## src/rtl/mux_sel_arbiter.sv

```systemverilog
// Two-way round-robin arbiter that drives the select line of a 2:1 data mux.
// All outputs are registered so sel reaches the mux glitch-free.

module mux_sel_arbiter #(
  parameter int MAX_HOLD = 4
) (
  input  logic clk,
  input  logic rst_n,
  input  logic req_0,
  input  logic req_1,
  output logic sel,
  output logic grant_0,
  output logic grant_1,
  output logic busy,
  output logic switch_pulse
);

  localparam int CW = $clog2(MAX_HOLD);
  localparam logic [CW-1:0] CNT_MAX = CW'(MAX_HOLD - 1);

  typedef enum logic [1:0] {
    IDLE = 2'd0,
    G0   = 2'd1,
    G1   = 2'd2
  } state_t;

  state_t        state;
  state_t        next_state;
  logic [CW-1:0] cnt;
  logic [CW-1:0] next_cnt;
  logic          last;
  logic          next_last;
  logic          next_sel;

  always_comb begin
    next_state = state;
    next_cnt   = cnt;
    next_last  = last;
    next_sel   = sel;

    case (state)
      IDLE: begin
        if (req_0 && req_1)  next_state = last ? G0 : G1;
        else if (req_0)      next_state = G0;
        else if (req_1)      next_state = G1;
      end
      G0: begin
        if (!req_0 && req_1)                 next_state = G1;
        else if (!req_0)                     next_state = IDLE;
        else if (req_1 && (cnt == CNT_MAX))  next_state = G1;
        else if (cnt != CNT_MAX)             next_cnt   = cnt + CW'(1);
      end
      G1: begin
        if (!req_1 && req_0)                 next_state = G0;
        else if (!req_1)                     next_state = IDLE;
        else if (req_0 && (cnt == CNT_MAX))  next_state = G0;
        else if (cnt != CNT_MAX)             next_cnt   = cnt + CW'(1);
      end
      default: next_state = IDLE;
    endcase

    // Any entry into a grant state restarts the hold count and records the winner.
    if (next_state != state) begin
      if (next_state == G0) begin
        next_cnt  = '0;
        next_last = 1'b0;
      end else if (next_state == G1) begin
        next_cnt  = '0;
        next_last = 1'b1;
      end
    end

    if (next_state == G0)      next_sel = 1'b0;
    else if (next_state == G1) next_sel = 1'b1;
  end

  always_ff @(posedge clk) begin
    if (!rst_n) begin
      state        <= IDLE;
      cnt          <= '0;
      last         <= 1'b1;
      sel          <= 1'b0;
      grant_0      <= 1'b0;
      grant_1      <= 1'b0;
      busy         <= 1'b0;
      switch_pulse <= 1'b0;
    end else begin
      state        <= next_state;
      cnt          <= next_cnt;
      last         <= next_last;
      sel          <= next_sel;
      grant_0      <= (next_state == G0);
      grant_1      <= (next_state == G1);
      busy         <= (next_state != IDLE);
      switch_pulse <= (next_sel != sel);
    end
  end

endmodule


```

## config.mk

```make
export PLATFORM = sky130hd
export DESIGN_NAME = mux_sel_arbiter
export DESIGN_NICKNAME = d
export VERILOG_FILES = /design/src/rtl/mux_sel_arbiter.sv
export SDC_FILE = /design/constraint.sdc
export NUM_CORES = 1
export LEC_CHECK = 0
export CORE_MARGIN = 4
export CORE_UTILIZATION = 45
export CTS_CLUSTER_SIZE = 16
export DETAILED_ROUTE_END_ITERATION = 16
export DONT_BUFFER_PORTS = 1
export HOLD_SLACK_MARGIN = 0.03
export PLACE_DENSITY_LB_ADDON = 0.08
export SETUP_SLACK_MARGIN = 0.02
export SYNTH_ARGS = -nofsm -noshare
export SYNTH_HDL_FRONTEND = slang
export SYNTH_SLANG_ARGS = --single-unit
```

## constraint.sdc

```tcl
create_clock -name clk -period 4 [get_ports clk]
set_clock_uncertainty 0.1 [all_clocks]
set_input_delay 0.6 -clock clk [delete_from_list [all_inputs] [get_ports clk]]
set_output_delay 0.6 -clock clk [all_outputs]
set_load 0.05 [all_outputs]
```

Word level (Yosys, flattened, before mapping)
Index checks and enable logic that the tools add are counted.
Operators by class
  multipliers: 0
  reductions and logical operators: 11
  multiplexer cells: 26
  shifts and indexed selects: 0
  bitwise logic cells: 0
  equality and inequality tests: 8
  div/mod/pow operators: 0
  order comparisons: 0
  add/subtract/negate cells: 1
Operators by type and width (number)
  2-bit two-way mux: 20
  2-bit == test, second input constant: 3
  2-bit case mux with 3 select lines: 1
  1-bit logical AND: 5
  2-bit by 1-bit == test with 1-bit output, second input constant: 2
  1-bit two-way mux: 4
  2-bit case mux with 2 select lines: 1
  2-bit nonzero test: 2
  2-bit by 1-bit adder with 2-bit output, second input constant: 1
  1-bit zero test: 2
  2-bit zero test: 1
  2-bit != test: 1
  2-bit != test, second input constant: 1
  2-bit AND reduction: 1
  1-bit != test: 1
Storage, ports and cells
  register bits: 10
  input port bits: 4
  output and inout bits: 5
  bits in latches: 0
  ROM bits: 0
  memory bits (writable): 0
  word-level logic and storage cells: 54
  memories kept: 0

Longest topological paths before layout
Gate-level depths: netlist of the first run.
  word-level depth: 10
  depth in mapped cells: 11

Worst setup path before layout of the first run
OpenSTA, ideal clock, no wires.
  path kind: reg2reg
  from: register state[1]
  to: register last
  arrival: 1.987 ns
  stages on the path, launching flop included: 11
  setup slack: 1.842 ns
  library setup time: 0.072 ns
  cell sequence: dfxtp_1 inv_1 ha_1 and3_2 a22o_1 o21ai_0 a21oi_1 inv_1 ha_1 o31ai_2 mux2i_1
On the way
  elaborated cells on any way between the ends: 19
  classes of those cells: eq/ne: 5; mux: 11; reduce/logical: 3
RTL lines
  from (decl): line 27  | state_t state;
  from (signal assigned): line 88  | state <= next_state;
  2-bit == test, or another cell as far along: line 41  | case (state)
  2-bit case mux with 3 select lines (*): line 41
  via next_state[0]: line 28  | state_t next_state;
  2-bit by 1-bit == test with 1-bit output or 2-bit == test (tied branches): line 64, 67
  2-bit nonzero test (no source line)
  2-bit AND reduction (no source line)
  to (signal assigned): line 90  | last <= next_last;
  to (decl): line 31  | logic last;
Mark *: on every way through the listed nets, which the timed path passes. The rest lies on a longest branch.
A chain may end at the register's enable or synchronous reset.

Final worst setup path of the first run
Same ends and word-level chain as after synthesis.

==> results of run 1 <==
-- registers in the layout (all words and copies together), names as in the netlist --
signal and flops:
last 1, busy 1, grant_1 1, cnt 2, grant_0 1, state 2
switch_pulse 1, sel 1
-- power groups by stage --
stage | clock network [W] | logic (W) | registers (W)
floorplan | 0 | 0.0000797 | 0.000145
global placement | 0 | 0.0000913 | 0.000147
detailed placement | 0 | 0.0000915 | 0.000147
CTS | 0.0000944 | 0.0000921 | 0.000145
global route | 0.0000979 | 0.000105 | 0.000147
finish | 0.0000921 | 0.0000917 | 0.000145
-- metrics by stage --
stage | hold WS (ps) | cells | utilization (%) | worst slack [ps] | power (W)
after floorplan | 387 | 80 | - | 1840 | 0.000224
after global placement | 419 | 94 | 47.1 | 1650 | 0.000239
after detailed placement | 428 | 94 | 47.1 | 1600 | 0.000239
after CTS | 344 | 98 | 49.5 | 1580 | 0.000332
after global routing | 343 | 98 | 49.5 | 1360 | 0.000350
final | 349 | 98 | 49.5 | 1590 | 0.000328
-- cells by family (layout without fill, tap and decap cells) --
logic type                 after synthesis  in the layout  share of synthesized area [%]
adders and majority gates                7              7                           12.3
and+or+nand+nor                         29             29                           21.8
buffers and inverters                    7              9                           5.80
AOI/OAI and AO/OA                       26             26                           30.6
muxes                                    1              1                           1.41
DFF                                     10             10                           28.1
-- cells in the mapped netlist (2+ instances only) --
cell	instances	area share, %
buf_6	2	3.2
nand3_1	2	1.4
a21oi_1	2	1.4
nand2_1	6	3.2
a22o_1	4	4.9
dfxtp_1	10	28
and2_1	4	3.5
inv_1	5	2.6
nor2b_1	4	3.5
o211a_1	2	2.8
a21bo_1	2	2.8
o21ai_0	4	2.8
nor2_1	6	3.2
ha_1	7	12
a22oi_1	2	2.1
-- cells in the final DEF (no fill, tap or decap), drive strengths merged --
master and count:
nand2 6, nor2b 4, dfxtp 10, o32ai 1, clkbuf 4, a21oi 2
ha 7, or3 1, nor3b 1, o31ai 1, a211oi 1, nor3 1
mux2i 1, a22o 4, and3 2, o211a 2, a21boi 2, o22ai 1
nand2b 1, a21bo 3, a22oi 2, o21ai 4, nor4b 1, a41oi 2
and2 4, nand3 2, nor2 6, inv 5, a31oi 1
-- how the worst max path moves through the flow --
stage                 to  cells after the start
detailed placement  last                     10
global placement    last                     10
CTS                 last                     10
floorplan           last                     10
finish              last                     10
global route        last                     10
-- critical path, stage by stage, from the launching register on --
cell,delay [ps]
dfxtp_1,390
inv_1,150
ha_1,320
and3_2,220
a22o_1,150
o21ai_0,90
a21oi_1,240
inv_1,100
ha_1,310
o31ai_2,70
mux2i_1,200
-- area by class of cell --
type / count / area, um^2
tap: 16 / 20.0
inverter: 5 / 18.8
fill: 166 / 761
clock buffer: 4 / 36.3
multi-input combinational: 63 / 470
sequential: 10 / 200
-- per-layer routing --
metal	GRT usage (%)	routed length (um)
met1	20.5	701
met3	7.14	58
met4	4.30	26
met2	19.0	602
met5	0	0
==> run metrics, run 1 <==
CP Data Required Time 4100 ps; CTS resizes 0; vias post-DR 586; crit path launch state[1]; Relative slew margins 63.1%; Yosys cell types 33; Pint 0.000208 W; Num CTS Buffers 3; post-route design area 746 um^2; I/O Pins 9; number of synthesized flops with an enable pin 0; reg2reg path depth 10; DP Area 709 um^2; f_max 415 MHz; initial antenna violation count 0; DIE WIDTH 47.8 um; share of cells above drive strength 1 12.2%; Netlist Area Pre-Place 712 um^2; final wirelength 1.39 mm; Slew Limit Fails 0; Die ar. 2280 um^2; R2R setup slack 1590 ps; Clock power frac 28.0%; CTS Hold Bufs 0; diode count 0; core area 1510 um^2; Fin. Hold Viols 0; first-pass GRT wire length 2.26 mm; ys async rst share 0%; DR DRC count 0; crit end category flop; hold depth 1; TNS Setup 0 ps; CTS tree yes; RePlAce Congestion 0.765; DRT Pass-1 Iters 4; Mean Syn Cell Area 8.90 um^2; vias in the first global route 492; Reg-to-Reg End last; MaxCap Viol Count 0; setup bufs post-CTS 0; H-tree depth 1; outcome finished clean; Net Count, Synth 91; Critical Setup Path Class flop to flop; clock-pin slew on the worst setup and hold paths 70 ps; Routed Antenna Nets 0; Iteration-0 DRC Markers 8; r2r startpoint state[1]; Pleak 0.321 nW; Peak VDD IR 0.288 mV; worst hold start rst_n; Ys Warns 0; GR Overflow Total 0; Site Rows 14; Area growth syn-to-layout 4.75%; dpl hpwl 1.04 mm; Slew @ Worst Pin 553 ps; switching power share of the total 36.7%; chip height 47.8 um; Via density 5.98; final setup violation count 0; routed len/inst 14.2 um; Hold EP state[0]; RSZ-0062 raised after global routing false; CP arrival 2510 ps; Startpoint Class flop; clk sinks 10; Starting Density 47.3%; minimum clock period 2410 ps; Net Sw Power 0.000121 W; Min-Delay Path Class input port to flop; Final period util 60.2%; Gate Count Post-Synth 80; Post-synth top flop dfxtp_1; global-route usage over all layers 14.5%; Sequential Power Share 44.1%; Clock Latency Late Sink 270 ps; power density cells 440 nW/um^2; pin count of the biggest net entering global routing 13; Port Buf Inserts 0; Synth Register Bits 10; CTS Buffer Depth 2; CP Max Fanout 8; sequential share of the synthesized area 28.1%; CTS Root Cell clkbuf_4; final net count 94; Comb pwr share 27.9%
(Power assumes the default switching activity.)
==> run 2: changes to the inputs <==
==> constraint.sdc (replaced) <==
create_clock -name clk -period 2.4 [get_ports clk]
set_clock_uncertainty 0.1 [all_clocks]
set_input_delay 0.36 -clock clk [delete_from_list [all_inputs] [get_ports clk]]
set_output_delay 0.36 -clock clk [all_outputs]
set_load 0.05 [all_outputs]
==> run 2 against run 1 <==
Compared with the run above:
- cell count up 2.0%
- clock power increased by 16%
- worst setup slack got worse by 1400 ps
- highest routed layer is now met3
- register-to-register slack worse by 1400 ps
- critical path type unchanged
==> run metrics, run 2 (synthesis results as in run 1) <==
outcome finished clean; Hold EP state[0]; CP Max Fanout 5 (-3); core area 1510 um^2 (unchanged); chip height 47.8 um (unchanged); Final period util 90.3% (+30 points); H-tree depth 1 (unchanged); vias post-DR 603 (+2.9%); Starting Density 47.3% (unchanged); diode count 0 (unchanged); DR DRC count 0 (unchanged); commonest cells after routing, fill and taps aside dfxtp_1, ha_1, nor2_1, nand2_1, inv_1; reg2reg path depth 10 (unchanged); routed len/inst 13.8 um (-2.6%); crit end category flop; global-route usage over all layers 14.1% (-0.38 points); dpl hpwl 1.06 mm (+2.0%); Fin. Hold Viols 0 (unchanged); DRT Pass-1 Iters 4 (unchanged); Port Buf Inserts 0 (unchanged); first-pass GRT wire length 2.28 mm (+0.88%); Slew @ Worst Pin 558 ps (+4.68 ps); clock-pin slew on the worst setup and hold paths 60 ps (about the same); Peak VDD IR 0.394 mV (+37%); Comb pwr share 32.0% (+4.1 points); Non-Filler Instances 100 (+2.0%); Min-Delay Path Class input port to flop; commonest non-fill, non-tap cell in the layout dfxtp_1; Largest stage delay, worst path 420 ps (+30 ps); CP arrival 2240 ps (-270 ps); CTS tree yes; RSZ-0062 raised after global routing false; I/O Pins 9 (unchanged); CP Data Required Time 2470 ps (-1630 ps); RePlAce Congestion 0.817 (+6.8%); Via density 6.03 (+0.84%); MaxCap Viol Count 0 (unchanged); share of cells above drive strength 1 15.5% (+3.3 points); initial antenna violation count 0 (unchanged); worst hold start rst_n; R2R setup slack 230 ps (-1360 ps); hold depth 1 (unchanged); Iteration-0 DRC Markers 9 (+1); slowest CP cell dfxtp_1; final wirelength 1.38 mm (-0.58%); Clock Latency Late Sink 250 ps (-20 ps); critical-path cell list inv_1 > ha_1 > and3_2 > a22o_1 > o21ai_0 > a21oi_2 > ha_1 > nor2_1 > nand2_1 > a21boi_0; Pleak 0.330 nW (+2.8%); CTS Root Cell clkbuf_4; final setup violation count 0 (unchanged); switching power share of the total 37.7% (+0.96 points); power density cells 675 nW/um^2 (+53%); TNS Setup 0 ps (unchanged); CTS Buffer Depth 2 (unchanged); leading registers by flop count cnt x2, state x2; Site Rows 14 (unchanged); most used cell along the critical path ha_1; minimum clock period 2170 ps (-241 ps); Reg-to-Reg End switch_pulse; GR Overflow Total 0 (unchanged); final net count 97 (+3.2%); Startpoint Class flop; vias in the first global route 496 (+0.81%); Relative slew margins 62.7% (-0.31 points); Clock power frac 21.0% (-7.0 points); # placed instances 97 (+3.2%); Routed Antenna Nets 0 (unchanged); total chip power 0.000512 W (+56%); r2r startpoint state[1]; Critical Setup Path Class flop to flop; Net Sw Power 0.000193 W (+60%); clk sinks 10 (unchanged); DIE WIDTH 47.8 um (unchanged); Die ar. 2280 um^2 (unchanged); setup bufs post-CTS 0 (unchanged); end-of-flow core utilization 50.3% (+0.83 points); Sequential Power Share 47.0% (+2.9 points); Pint 0.000319 W (+53%); Area growth syn-to-layout 6.50%; f_max 461 MHz (+11%); WHS 124 ps (-225 ps); pin count of the biggest net entering global routing 13 (unchanged); Slew Limit Fails 0 (unchanged); Num CTS Buffers 3 (unchanged)
-- run 2: cell count changes in the layout (fill, tap and decap cells not counted) --
cell and delta:
a21oi_1 -1, a21oi_2 +1, buf_4 +3, clkbuf_8 -1
-- run 2: per-layer routing --
layer / GRT usage [%] / routed length, um / vias to the layer above
met3: 6.77 / 85 / 0
met4: 0 / 0 / 0
li1: - / - / 302
met5: 0 / 0 / -
met2: 19.5 / 639 / 15
met1: 21.0 / 656 / 286
-- run 2: power by group through the flow --
stage                     Sequential, W  Combinational (W)  Clock, W
after floorplan                0.000241           0.000133         0
after global routing           0.000244           0.000182  0.000121
after detailed placement       0.000245           0.000161         0
after CTS                      0.000241           0.000162  0.000113
final                          0.000241           0.000164  0.000107
after global placement         0.000244           0.000159         0
-- run 2: stage by stage --
| step | setup slack (ps) | cell area [um^2] |
|---|---|---|
| 2_1_floorplan | 242 | 712 |
| 3_3_place_gp | 215 | 732 |
| 3_5_place_dp | 190 | 732 |
| 4_1_cts | 164 | 754 |
| 5_1_grt | 65.6 | 758 |
| 6_report | 233 | 758 |
-- run 2: timing repair --
item / 4_1_cts / 5_1_grt
hold buffers: 0 / 0
resized for setup: 0 / 1
setup endpoints to repair: 0 / 1
endpoints found under the hold margin: 0 / 0
-- run 2: how the worst max path moves through the flow --
stage	startpoint	to	slack [ps]
after floorplan	state[1]	last	240
after global placement	state[1]	last	220
after detailed placement	state[1]	last	190
after CTS	state[1]	last	160
after global routing	state[1]	switch_pulse	70
final	state[1]	switch_pulse	230
-- run 2: layout make-up --
class | instances | area (um^2)
fillers | 161 | 748
multi-input cells | 63 | 474
flip-flops and latches | 10 | 200
clock buffers | 3 | 22.5
repair buffers | 3 | 22.5
well taps | 16 | 20.0
inverters | 5 | 18.8
-- run 2: worst max-delay path: cells and delay by family (launching register included) --
kind,cells,cell delay [ps]
flip-flops,1,420
AO/OA/AOI/OAI,4,580
AND/OR/NAND/NOR,3,370
adder cells (fa/ha/maj),2,480
buffers and inverters,1,120
